==> config.mk <==
export PLATFORM = sky130hd
export DESIGN_NAME = writeback_regfile
export DESIGN_NICKNAME = d
export VERILOG_FILES = /design/src/rtl/cpu_pkg.sv /design/src/rtl/regfile_core.sv /design/src/rtl/writeback_regfile.sv
export SDC_FILE = /design/constraint.sdc
export NUM_CORES = 1
export LEC_CHECK = 0
export CAP_MARGIN = 25
export CORE_UTILIZATION = 55
export DETAILED_ROUTE_END_ITERATION = 10
export PLACE_DENSITY = 0.82
export SLEW_MARGIN = 40
export SYNTH_ARGS = -nofsm -noshare
export SYNTH_HDL_FRONTEND = slang
export SYNTH_HIERARCHICAL = 1
export SYNTH_SLANG_ARGS = --single-unit
==> constraint.sdc <==
create_clock -name clk_i -period 6 [get_ports clk_i]
set_input_delay 0.6 -clock clk_i [delete_from_list [all_inputs] [get_ports clk_i]]
set_output_delay 0.6 -clock clk_i [all_outputs]
set_load 0.005 [all_outputs]
==> src/rtl/cpu_pkg.sv <==
// Shared datapath widths, write-back select encodings and register index type
// for the write-back stage and register file.
package cpu_pkg;

  localparam int unsigned DATA_W = 8;
  localparam int unsigned ADDR_W = 3;

  localparam logic WB_SEL_ALU = 1'b0;
  localparam logic WB_SEL_MEM = 1'b1;

  typedef logic [ADDR_W-1:0] reg_idx_t;

endpackage

==> src/rtl/regfile_core.sv <==
// Register storage: one synchronous write port, three asynchronous read ports
// (rs, rt, dbg). Optionally hardwires register 0 to zero.
module regfile_core #(
  parameter int unsigned DATA_W   = cpu_pkg::DATA_W,
  parameter int unsigned ADDR_W   = cpu_pkg::ADDR_W,
  parameter bit          ZERO_REG = 1'b0
) (
  input  logic              clk_i,
  input  logic              reset_n_i,
  input  logic              we_i,
  input  logic [ADDR_W-1:0] waddr_i,
  input  logic [DATA_W-1:0] wdata_i,
  input  logic [ADDR_W-1:0] rs_addr_i,
  input  logic [ADDR_W-1:0] rt_addr_i,
  input  logic [ADDR_W-1:0] dbg_addr_i,
  output logic [DATA_W-1:0] rs_data_o,
  output logic [DATA_W-1:0] rt_data_o,
  output logic [DATA_W-1:0] dbg_data_o
);

  localparam int unsigned NumRegs = 2 ** ADDR_W;

  logic [DATA_W-1:0] mem_q [NumRegs];
  logic              wr_en;

  assign wr_en = we_i && !(ZERO_REG && (waddr_i == '0));

  always_ff @(posedge clk_i) begin
    if (!reset_n_i) begin
      for (int unsigned i = 0; i < NumRegs; i++) begin
        mem_q[i] <= '0;
      end
    end else if (wr_en) begin
      mem_q[waddr_i] <= wdata_i;
    end
  end

  assign rs_data_o  = (ZERO_REG && (rs_addr_i == '0))  ? '0 : mem_q[rs_addr_i];
  assign rt_data_o  = (ZERO_REG && (rt_addr_i == '0))  ? '0 : mem_q[rt_addr_i];
  assign dbg_data_o = (ZERO_REG && (dbg_addr_i == '0)) ? '0 : mem_q[dbg_addr_i];

endmodule

==> src/rtl/writeback_regfile.sv <==
// Write-back stage: selects the WB value, commits it to the register file,
// bypasses same-cycle writes to the decode read ports, latches halt and counts commits.
module writeback_regfile
  import cpu_pkg::*;
#(
  parameter int unsigned DATA_W   = cpu_pkg::DATA_W,
  parameter int unsigned ADDR_W   = cpu_pkg::ADDR_W,
  parameter bit          ZERO_REG = 1'b0,
  parameter int unsigned CNT_W    = 16
) (
  input  logic              clk_i,
  input  logic              reset_n_i,
  input  logic              regwrite_i,
  input  logic              write_data_control_i,
  input  logic [DATA_W-1:0] alu_result_i,
  input  logic [DATA_W-1:0] q_i,
  input  logic [ADDR_W-1:0] write_addr_i,
  input  logic              memread_i,
  input  logic              done_i,
  input  logic [ADDR_W-1:0] rs_addr_i,
  input  logic [ADDR_W-1:0] rt_addr_i,
  input  logic [ADDR_W-1:0] dbg_addr_i,
  output logic [DATA_W-1:0] rs_data_o,
  output logic [DATA_W-1:0] rt_data_o,
  output logic [DATA_W-1:0] dbg_data_o,
  output logic [DATA_W-1:0] wb_data_o,
  output logic              wb_we_o,
  output logic              halted_o,
  output logic [CNT_W-1:0]  write_count_o,
  output logic [CNT_W-1:0]  load_count_o
);

  localparam logic [CNT_W-1:0] CntMax = '1;

  logic              halted_q;
  logic [CNT_W-1:0]  write_cnt_q, write_cnt_d;
  logic [CNT_W-1:0]  load_cnt_q, load_cnt_d;
  logic [DATA_W-1:0] wb_data;
  logic              we;
  logic [DATA_W-1:0] core_rs, core_rt;

  assign wb_data = (write_data_control_i == WB_SEL_MEM) ? q_i : alu_result_i;
  assign we      = regwrite_i && !halted_q && !(ZERO_REG && (write_addr_i == '0));

  regfile_core #(
    .DATA_W  (DATA_W),
    .ADDR_W  (ADDR_W),
    .ZERO_REG(ZERO_REG)
  ) u_core (
    .clk_i     (clk_i),
    .reset_n_i (reset_n_i),
    .we_i      (we),
    .waddr_i   (write_addr_i),
    .wdata_i   (wb_data),
    .rs_addr_i (rs_addr_i),
    .rt_addr_i (rt_addr_i),
    .dbg_addr_i(dbg_addr_i),
    .rs_data_o (core_rs),
    .rt_data_o (core_rt),
    .dbg_data_o(dbg_data_o)
  );

  // Write-first bypass; we is never set for a hardwired r0, so r0 stays zero here too.
  assign rs_data_o = (we && (rs_addr_i == write_addr_i)) ? wb_data : core_rs;
  assign rt_data_o = (we && (rt_addr_i == write_addr_i)) ? wb_data : core_rt;

  always_comb begin
    write_cnt_d = write_cnt_q;
    load_cnt_d  = load_cnt_q;
    if (we && (write_cnt_q != CntMax)) begin
      write_cnt_d = write_cnt_q + CNT_W'(1);
    end
    if (we && memread_i && (load_cnt_q != CntMax)) begin
      load_cnt_d = load_cnt_q + CNT_W'(1);
    end
  end

  always_ff @(posedge clk_i) begin
    if (!reset_n_i) begin
      halted_q    <= 1'b0;
      write_cnt_q <= '0;
      load_cnt_q  <= '0;
    end else begin
      if (done_i) begin
        halted_q <= 1'b1;
      end
      write_cnt_q <= write_cnt_d;
      load_cnt_q  <= load_cnt_d;
    end
  end

  assign wb_data_o     = wb_data;
  assign wb_we_o       = we;
  assign halted_o      = halted_q;
  assign write_count_o = write_cnt_q;
  assign load_count_o  = load_cnt_q;

endmodule
---- After elaboration in Yosys (flattened, before gate mapping) ----
Memory sizes are Yosys's and may differ from the RTL's.
Index checks and enable logic that the tools add are counted.
cells by class
  add/subtract/negate cells ............... 2
  reduce and logical (&&, ||, !) cells .... 8
  equality and inequality tests ........... 4
  multiplexer cells ....................... 10
operator list
  cell                   count
  $add 16x1->16 const B  2
  $mux 8                 4
  $ne 16x16->1 const B   2
  $reduce_or 8->1        1
  $eq 3x3->1             2
  $logic_and 1x1->1      6
  $mux 1                 5
  $mux 3                 1
  $logic_not 1->1        1
word-level totals
  bits in registers ....................... 33
  memory bits (writable) .................. 64
  memories ................................ 1
  word-level logic and storage cells ...... 28
memories
  name          depth  bits a word  read ports  clocked after Yosys merged registers in  write ports  RTL line            text
  u_core.mem_q  8      8            3           0                                        8            regfile_core.sv:23  logic [DATA_W-1:0] mem_q [NumRegs];

---- Longest topological paths before layout ----
Gate-level depths: netlist of the first run.
  depth in word-level cells ............... 7
  depth in mapped cells ................... 6
  depth with buffers taken out ............ 5

---- Cells and area by module ----
The synthesis of the first run kept the hierarchy.
modules (own cells, without submodules)
  module             cells each  area each (um2)  times used
  regfile_core       252         4066.4           1
  writeback_regfile  237         2133.3           1

---- Worst setup path before layout of the first run ----
Ideal clock, no wire load.
  path kind ............................... input -> output
  start point ............................. input port rt_addr_i[0]
  end point ............................... output port rt_data_o[0]
  data required time ...................... 5.400 ns
  stages .................................. 5
  data arrival time ....................... 1.893 ns
  slack ................................... 3.507 ns
  buffers on the path ..................... 2
  path through ............................ buf_6 > buf_12 > mux4_1 > mux2_2 > mux2_2
on the way
  elaborated cells between the ends (all ways) .. 4
  classes of those cells .................. 1 x eq/ne; 1 x mux; 1 x reduce/logical; 1 x memory
RTL lines
  element               RTL line                 text
  start, declared       writeback_regfile.sv:21  input logic [ADDR_W-1:0] rt_addr_i,
  $mem_v2 8x8           n/a
  named net core_rt[0]  writeback_regfile.sv:40  logic [DATA_W-1:0] core_rs, core_rt;
  $mux 8                writeback_regfile.sv:65  assign rt_data_o = (we && (rt_addr_i == write_addr_i)) ? wb_data : core_rt;
  end, declared         writeback_regfile.sv:24  output logic [DATA_W-1:0] rt_data_o,
The timed path passes the listed nets, and every way through them passes these cells.

---- Worst setup path in the final report of the first run ----
  start point ............................. input port rs_addr_i[2]
  end point ............................... output port rs_data_o[6]
on the way
  longest elaborated chain between the ends .. 3
  elaborated cells between the ends (all ways) .. 4
  classes of those cells .................. 1 x eq/ne; 1 x mux; 1 x reduce/logical; 1 x memory
RTL lines
  element                                                              RTL line                 text
  start, declared                                                      writeback_regfile.sv:20  input logic [ADDR_W-1:0] rs_addr_i,
  parallel branches: the longest is 2 deep, another holds $mem_v2 8x8  n/a
  $mux 8 (*)                                                           writeback_regfile.sv:64  assign rs_data_o = (we && (rs_addr_i == write_addr_i)) ? wb_data : core_rs;
  end, declared                                                        writeback_regfile.sv:23  output logic [DATA_W-1:0] rs_data_o,
Mark *: on every way between the ends.

==> results of run 1 <==
==> worst max-delay path by stage <==
stage,end,slack [ns],depth (start not counted)
CTS,rt_data_o[6],2.02,5
global placement,rs_data_o[5],2.00,5
global route,rs_data_o[0],1.98,5
detailed placement,rt_data_o[6],2.02,5
finish,rs_data_o[6],2.14,5
floorplan,rt_data_o[0],3.51,5
==> report_power, final <==
group	switching, W	internal [W]
sequential	0.0000203	0.000734
clock	0.000214	0.000149
combinational	0.000113	0.000152
==> cells by family (layout without fill, tap and decap cells) <==
logic type / count (synthesis) / count (layout)
xor+xnor: 6 / 6
flops: 97 / 97
simple gates: 172 / 172
buf+inv: 52 / 140
mux: 108 / 108
compound gates: 52 / 52
fa+ha+maj: 2 / 2
==> worst max-delay path, stage by stage <==
cell             delay [ns]
clkdlybuf4s50_1        0.94
xor2_1                 0.21
nor4_4                 0.65
mux2_2                 0.40
clkdlybuf4s50_1        0.45
==> cells in the final DEF, fill, tap and decap left out, drive strengths merged, types with 3 or more instances in the layout <==
cell type	instances
nand2b	15
edfxtp	64
o21ai	12
inv	13
clkbuf	11
mux2	48
a31oi	3
nand2	27
o31ai	10
nand4	8
clkdlybuf4s50	94
and3	6
nor2	6
buf	17
mux4	48
mux2i	12
or3	4
nor3	49
dfxtp	33
a21oi	16
xor2	6
clkinv	3
or4	9
nor4	22
nand3	13
==> layer usage <==
| metal | GRT usage (%) | up-vias | routed length, um |
|---|---|---|---|
| met4 | 7.24 | 0 | 161 |
| li1 | - | 2159 | - |
| met5 | 0 | - | 0 |
| met3 | 4.88 | 16 | 1010 |
| met2 | 42.5 | 198 | 7030 |
| met1 | 34.7 | 2253 | 6080 |
==> per-stage QoR <==
stage / setup slack [ns] / utilization (%) / power, W / area, sq um
5_1_grt: 1.98 / 67.7 / 0.00144 / 7370
2_1_floorplan: 3.51 / - / 0.000921 / 6200
4_1_cts: 2.02 / 67.7 / 0.00139 / 7370
6_report: 2.14 / 67.7 / 0.00138 / 7370
3_3_place_gp: 2.00 / 66.3 / 0.00102 / 7220
3_5_place_dp: 2.02 / 66.2 / 0.00103 / 7210
==> final cells by class <==
type / instances / area [sq um] / area share (%)
Multi-Input combinational cell: 340 / 3340 / 45.3
Sequential cell: 97 / 2580 / 35.1
Timing Repair Buffer: 111 / 1060 / 14.3
Tap cell: 140 / 175 / 2.38
Clock buffer: 11 / 131 / 1.78
Inverter: 13 / 48.8 / 0.662
Clock inverter: 5 / 32.5 / 0.442
==> sequential cells by signal, summed over array words and instances (netlist names) <==
register / count
halted_o: 1
load_count_o: 16
write_count_o: 16
u_core/mem_q: 64
==> qor.txt, run 1 <==
async set-or-reset flop fraction in the synthesized netlist - 0%
Leak - 2.59 nW
height of the die - 108 um
Final Hold Viols - 0
peak supply drop - 0.113 mV
DR WL/cell - 19.9 um
setup bufs post-CTS - 0
Adder-Cell Fraction of Synth Area - 0.404%
# diodes - 0
Pre-antenna DRT Iters - 5
largest net degree at the start of global routing - 41
crit share post-route - 64.3%
Top-Level Pins - 100
Max Root-Sink Buffers - 2
biggest area consumer among synthesized cells - edfxtp_1
Area Overhead vs Synth - 18.8%
Worst EP arrival - 3.26 ns
endpoint of the worst hold path - load_count_o[14]$_SDFFE_PN0P_
GRT Residual Overflow - 0
worst reg-to-reg setup slack - 3.51 ns
Critical Path RT - 5.40 ns
Worst Clk Skew - 0.00798 ns
Resize count post-CTS - 0
fmax - 259 MHz
CTS Sinks - 97
syn_nets - 525
final wirelength - 14.3 mm
die width - 108 um
CTS Hold Buffers Added - 0
clk_lat worst skew - 0.36 ns
Max Cap Violations - 0
Min-Delay Startpoint - load_count_o[14]$_SDFFE_PN0P_
worst hold path type - flip-flop to flip-flop
Critical Path Source Type - input pin
slew margin rel. - 47.8%
crit path from - rs_addr_i[2]
most frequent cells after synthesis - 64 x edfxtp_1, 48 x mux2_2, 48 x nor3_1
core area - 10,900 sq um
Hold Crit Depth - 2
antenna violations before repair - 0
clock slew at reported path FFs - 0.08 ns
RSZ-0062 raised after global routing - no
R2R cell count - 6
IO Port Bufs - 99
Critical Path Sink Type - primary output
Setup CP Type - input pin to primary output
status - finished clean
worst-case hold slack - 0.507 ns
Distinct cells, synth - 51
synthesized area per cell - 12.7 sq um
share of layout cells above drive strength 1 - 16.3%
routed vias - 4,626
Row Count - 38
placed cell count - 700
Remaining DRCs - 0
Critical Path Fanout Max - 17
Worst-Margin Slew - 0.780 ns
RR Endpoint - u_core/mem_q[3][4]$_SDFFCE_PN0P_
H-tree Lvls - 3
Slew Limit Fails - 0
reg2reg start - halted_o$_SDFFE_PN0P_
first-pass GRT wire length - 23.0 mm
mux share of post-synthesis cell area - 30.6%
Post-synth EDFFs - 64
post-synthesis sequential area ratio - 41.7%
die area - 11,700 sq um
most instantiated library cell after synthesis - edfxtp_1
root buf cell - clkbuf_8
hpwl dp - 10.5 mm
power density over the cells - 188 nW/um^2
Vias per Instance - 6.45
Tot GR Track Use - 25.7%
Yosys top cell area share - 31.0%
Synth Cell Area - 6200 sq um
Simple-Gate Fraction of Synth Area - 16.8%
Post-Synth XOR/XNOR Area - 0.848%
Synth Area in Compound Gates - 5.29%
nets@finish - 608
CTS buffer count - 9
setup_tns - 0 ns
Yosys Warn Count - 6
DRT iter0 DRCs - 282
non-filler cells, final - 717
#FFs+latches synth - 97
setup violators final - 0
largest cells by area after synthesis - edfxtp_1 31%, mux4_1 17%, dfxtp_1 11%
Tmin final - 3.86 ns
Synth Flop Type - edfxtp_1
vias in the first global route - 4,478
Starting Density - 56.9%
antenna-violating nets left - 0
CTS tree - yes
routability cong. - 0.814
Post-Syn Instances - 489
fillers - 817
largest family of logic cells by synthesized area - multiplexers
Power figures use the tool's default switching activity.
==> run 2, diff against run 1 <==
==> constraint.sdc (replaced) <==
create_clock -name clk_i -period 3.9 [get_ports clk_i]
set_input_delay 0.39 -clock clk_i [delete_from_list [all_inputs] [get_ports clk_i]]
set_output_delay 0.39 -clock clk_i [all_outputs]
set_load 0.005 [all_outputs]
==> run 2 against run 1 <==
Compared with the run above: combinational power grew 57%; worst setup slack lost 1.4 ns; sequential share of layout area shrank 0.74 points.
==> qor.txt, run 2 (synthesized netlist as in run 1, its figures left out) <==
fillers - 780 (-4.5%)
worst hold path type - flip-flop to flip-flop
commonest non-fill, non-tap cell in the layout - clkdlybuf4s50_1
DR WL/cell - 20.1 um (+0.90%)
status - finished clean
root buf cell - clkbuf_8
met2 routed WL - 7.18 mm (+2.1%)
setup violators final - 0 (unchanged)
met1 WL - 6.11 mm (+0.59%)
Biggest register - u_core/mem_q
core area - 10,900 sq um (unchanged)
Top-Level Pins - 100 (unchanged)
worst reg-to-reg setup slack - 1.45 ns (-2.06 ns)
slew margin rel. - 53.2% (+5.4 points)
post-route cell area - 7520 sq um (+2.2%)
IO Port Bufs - 99 (unchanged)
power density over the cells - 309 nW/um^2 (+65%)
Min-Delay Startpoint - load_count_o[15]$_SDFFE_PN0P_
Final Util - 69.1% (+1.5 points)
Row Count - 38 (unchanged)
height of the die - 108 um (unchanged)
Area Overhead vs Synth - 21.4%
max incr delay on CP - 0.74 ns (-0.20 ns)
CP delay by family, top - simple AND/OR/NAND/NOR gates
Critical Path Sink Type - primary output
Multi-input gate area - 3340 sq um (unchanged)
nets@finish - 617 (+1.5%)
crit path from - regwrite_i
routability cong. - 0.849 (+4.3%)
final wirelength - 14.5 mm (+1.9%)
pre-CTS setup slack - 0.695 ns (-1.32 ns)
vias in the first global route - 4,663 (+4.1%)
Starting Density - 56.9% (unchanged)
antenna-violating nets left - 0 (unchanged)
Slew Limit Fails - 0 (unchanged)
Area after DPL - 7290 sq um (+1.1%)
CTS Hold Buffers Added - 0 (unchanged)
setup_tns - 0 ns (unchanged)
H-tree Lvls - 3 (unchanged)
RSZ-0062 raised after global routing - no
Setup CP Type - input pin to primary output
Max Root-Sink Buffers - 2 (unchanged)
register area - 2580 sq um (unchanged)
reg2reg start - halted_o$_SDFFE_PN0P_
CTS buffer count - 9 (unchanged)
routed wl met3 - 1.08 mm (+7.5%)
highest routed layer - met4
routed vias - 4,725 (+2.1%)
worst path cell trace - clkdlybuf4s50_1 -> nand2b_1 -> nor4_4 -> mux2_2 -> clkdlybuf4s50_1
CTS Sinks - 97 (unchanged)
Vias per Instance - 6.53 (+1.2%)
min setup slack post-route - 0.700 ns (-1.44 ns)
# diodes - 0 (unchanged)
share of layout cells above drive strength 1 - 17.0% (+0.66 points)
crit share post-route - 82.0%
die area - 11,700 sq um (unchanged)
clock slew at reported path FFs - 0.09 ns (about the same)
CP max stage cell - nor4_4
setup bufs post-CTS - 0 (unchanged)
Leak - 2.66 nW (+3.0%)
fmax - 313 MHz
die width - 108 um (unchanged)
hpwl dp - 10.7 mm (+1.2%)
Critical Path RT - 3.51 ns (-1.89 ns)
number of flip-flops in the largest register - 64 (unchanged)
Critical Path Source Type - input pin
Max Cap Violations - 0 (unchanged)
clk_lat worst skew - 0.35 ns (about the same)
largest net degree at the start of global routing - 39 (-4.9%)
Worst-Margin Slew - 0.700 ns (-0.0800 ns)
Tot GR Track Use - 26.3% (+0.56 points)
worst path bufs/invs - 2 (unchanged)
GRT Residual Overflow - 0 (unchanged)
Final Hold Viols - 0 (unchanged)
CTS tree - yes
Pre-antenna DRT Iters - 5 (unchanged)
Worst Clk Skew - 0.00749 ns (-0.000492 ns)
Resize count post-CTS - 0 (unchanged)
DRT iter0 DRCs - 422 (+50%)
antenna violations before repair - 0 (unchanged)
Remaining DRCs - 0 (unchanged)
Critical Path Fanout Max - 10 (-7)
peak supply drop - 0.204 mV (+80%)
most frequent CP cell - clkdlybuf4s50_1
Worst EP arrival - 2.81 ns (-0.45 ns)
Tmin final - 3.20 ns
first-pass GRT wire length - 23.5 mm (+2.2%)
most frequent cells in the layout - 99 x clkdlybuf4s50_1, 64 x edfxtp_1, 48 x mux2_2, 48 x nor3_1, 41 x mux4_1
[run 2: cell types whose count changed in the layout (fill, tap and decap cells not counted), sizes merged]
cell           previous run  this run
clkdlybuf4s50            94        99
clkbuf                   11         9
buf                      17        21
clkinvlp                  2         1
bufinv                    0         3
clkinv                    3         1
[run 2: metal layers]
layer	vias up	GRT usage, %
met4	0	7.53
met2	218	44.2
met3	22	4.70
met5	-	0
li1	2180	-
met1	2305	34.9
[run 2: final timing paths]
kind | endpoint | depth (start not counted)
worst min-delay path | load_count_o[15]$_SDFFE_PN0P_ | 2
worst max-delay path | rs_data_o[0] | 5
worst max register to register | u_core/mem_q[1][7]$_SDFFCE_PN0P_ | 5
worst min register to register | load_count_o[15]$_SDFFE_PN0P_ | 2
[run 2: area by class of cell]
class | instances | area share, %
clock buffer | 9 | 1.65
inverter | 13 | 0.648
timing repair buffer | 120 | 15.3
clock inverter | 5 | 1.41
tap | 140 | 2.33
sequential | 97 | 34.3
multi-input combinational | 340 | 44.4
[run 2: per-stage QoR]
| stage | hold slack (ns) | total power, W | std cells |
|---|---|---|---|
| floorplan | 0.471 | 0.00142 | 489 |
| global placement | 0.469 | 0.00158 | 709 |
| detailed placement | 0.487 | 0.00160 | 709 |
| CTS | 0.508 | 0.00233 | 723 |
| global route | 0.539 | 0.00241 | 724 |
| finish | 0.505 | 0.00233 | 724 |
[run 2: worst min-delay path, stage by stage, from the launching register on]
cell	delay [ns]
dfxtp_1	0.34
nand2_1	0.07
mux2i_1	0.05
[run 2: power breakdown]
part | switching (W) | internal [W] | total (W)
clock network | 0.000331 | 0.000420 | 0.000751
registers | 0.0000304 | 0.00113 | 0.00116
logic | 0.000175 | 0.000241 | 0.000416
==> run 3, diff against run 2 <==
==> constraint.sdc (replaced) <==
create_clock -name clk_i -period 3.2 [get_ports clk_i]
set_input_delay 0.32 -clock clk_i [delete_from_list [all_inputs] [get_ports clk_i]]
set_output_delay 0.32 -clock clk_i [all_outputs]
set_load 0.005 [all_outputs]
==> run 3 against run 2 <==
Compared with the run above: largest power group unchanged; via count increased by 0.97%; worst setup slack got worse by 0.45 ns; combinational power increased by 26%; total power increased by 19%; die area unchanged.
==> qor.txt, run 3 (synthesized netlist as in run 1, its figures left out) <==
GRT met2 Usage - 46.8% (+2.5 points)
Critical Path Sink Type - primary output
Critical Path Fanout Max - 17 (+7)
met3 Track Usage GR - 6.09% (+1.4 points)
crit share post-route - 92.0%
Tmin final - 2.95 ns
Slew Limit Fails - 0 (unchanged)
Resize count post-CTS - 0 (unchanged)
Critical Path RT - 2.88 ns (-0.63 ns)
Most Used Layer, Global Route - met2
Tot Pwr - 0.00278 W (+19%)
Final Util - 69.5% (+0.37 points)
worst path cell trace - clkdlybuf4s50_1 -> buf_12 -> mux4_1 -> mux2_2 -> mux2_2 -> clkdlybuf4s50_1
number of flip-flops in the largest register - 64 (unchanged)
nets@finish - 622 (+0.81%)
commonest non-fill, non-tap cell in the layout - clkdlybuf4s50_1
CTS Sinks - 97 (unchanged)
Switching Share - 24.1% (+1.0 points)
Top-Level Pins - 100 (unchanged)
peak supply drop - 0.239 mV (+17%)
clk_lat worst skew - 0.37 ns (+0.02 ns)
Final Hold Viols - 0 (unchanged)
RSZ-0062 raised after global routing - no
slew margin rel. - 56.7% (+3.5 points)
Pre-antenna DRT Iters - 5 (unchanged)
Row Count - 38 (unchanged)
Leak - 2.68 nW (+0.65%)
core area - 10,900 sq um (unchanged)
Clk pwr share - 30.1% (-2.2 points)
power density over the cells - 367 nW/um^2 (+19%)
GR Layer Usage met1 - 32.7% (-2.2 points)
DRT iter0 DRCs - 354 (-16%)
setup violators final - 0 (unchanged)
Int Power - 0.00211 W (+18%)
Reg power frac - 51.0% (+1.2 points)
Worst-Margin Slew - 0.644 ns (-0.0564 ns)
worst-case hold slack - 0.500 ns (-0.00463 ns)
Tot GR Track Use - 27.2% (+0.93 points)
most frequent cells in the layout - 99 x clkdlybuf4s50_1, 64 x edfxtp_1, 48 x mux2_2, 48 x nor3_1, 41 x mux4_1
first-pass GRT wire length - 23.6 mm (+0.56%)
# diodes - 0 (unchanged)
vias in the first global route - 4,645 (-0.39%)
max incr delay on CP - 0.61 ns (-0.13 ns)
Setup CP Type - input pin to primary output
Area Overhead vs Synth - 22.0%
largest net degree at the start of global routing - 39 (unchanged)
Sw Pwr - 0.000669 W (+25%)
Starting Density - 56.9% (unchanged)
CTS Hold Buffers Added - 0 (unchanged)
CP max stage cell - mux4_1
status - finished clean
Vias per Instance - 6.54 (+0.14%)
setup bufs post-CTS - 0 (unchanged)
CTS tree - yes
Area after DPL - 7350 sq um (+0.86%)
Worst Clk Skew - 0.00942 ns (+0.00193 ns)
GRT Residual Overflow - 0 (unchanged)
routed vias - 4,771 (+0.97%)
fmax - 340 MHz
CTS buffer count - 9 (unchanged)
die width - 108 um (unchanged)
DR WL/cell - 20.9 um (+3.8%)
root buf cell - clkbuf_8
Worst EP arrival - 2.63 ns (-0.18 ns)
fillers - 781 (+0.13%)
post-route cell area - 7560 sq um (+0.53%)
antenna violations before repair - 0 (unchanged)
H-tree Lvls - 3 (unchanged)
antenna-violating nets left - 0 (unchanged)
worst hold path type - input pin to flip-flop
Multi-input gate area - 3340 sq um (unchanged)
routability cong. - 0.839 (-1.2%)
Critical Path Source Type - input pin
height of the die - 108 um (unchanged)
clock slew at reported path FFs - 0.09 ns (about the same)
Max Cap Violations - 0 (unchanged)
Logic pwr share - 18.9% (+1.0 points)
IO Port Bufs - 99 (unchanged)
setup_tns - 0 ns (unchanged)
Remaining DRCs - 0 (unchanged)
hpwl dp - 11.5 mm (+7.5%)
die area - 11,700 sq um (unchanged)
Biggest register - u_core/mem_q
Max Root-Sink Buffers - 2 (unchanged)
final wirelength - 15.2 mm (+4.7%)
share of layout cells above drive strength 1 - 17.6% (+0.68 points)
register area - 2580 sq um (unchanged)
run 3: cell types whose count changed in the layout (fill, tap and decap cells not counted), sizes merged:
cell,before,now
buf,21,26
clkinvlp,1,3
bufinv,3,2
run 3: final cells by class:
| cell class | instances | area share [%] |
|---|---|---|
| flip-flops and latches | 97 | 34.1 |
| multi-input cells | 340 | 44.1 |
| repair buffers | 125 | 16.0 |
| clock buffers | 9 | 1.64 |
| well taps | 140 | 2.32 |
| inverters | 13 | 0.645 |
| clock inverters | 6 | 1.11 |
run 3: power groups by stage:
stage / Clock (W) / Combinational [W] / Sequential [W]
global route: 0.000885 / 0.000559 / 0.00142
global placement: 0 / 0.000502 / 0.00143
floorplan: 0 / 0.000304 / 0.00142
finish: 0.000836 / 0.000523 / 0.00142
detailed placement: 0 / 0.000521 / 0.00144
CTS: 0.000846 / 0.000524 / 0.00141
run 3: final timing paths:
path,startpoint,to,slack (ns),depth (start not counted)
worst max-delay path,rs_addr_i[0],rs_data_o[5],0.25,6
worst min-delay path,done_i,halted_o$_SDFFE_PN0P_,0.50,3
worst min register to register,load_count_o[15]$_SDFFE_PN0P_,load_count_o[15]$_SDFFE_PN0P_,0.50,2
worst max register to register,halted_o$_SDFFE_PN0P_,u_core/mem_q[5][6]$_SDFFCE_PN0P_,1.01,5
run 3: critical path, delay by kind of cell:
kind / cells / cell delay, ns
mux: 3 / 1.15
buf+inv: 3 / 1.14
run 3: per-stage QoR:
step	instances	setup WS, ns
finish	730	0.255
global route	730	0.167
CTS	729	0.254
detailed placement	714	0.258
global placement	714	0.309
floorplan	489	1.12
run 3: layer usage:
metal / part of all wire (%) / up-vias
met5: 0 / -
met4: 2.7 / 0
met3: 8.9 / 45
met2: 50 / 270
met1: 38 / 2265
li1: - / 2191
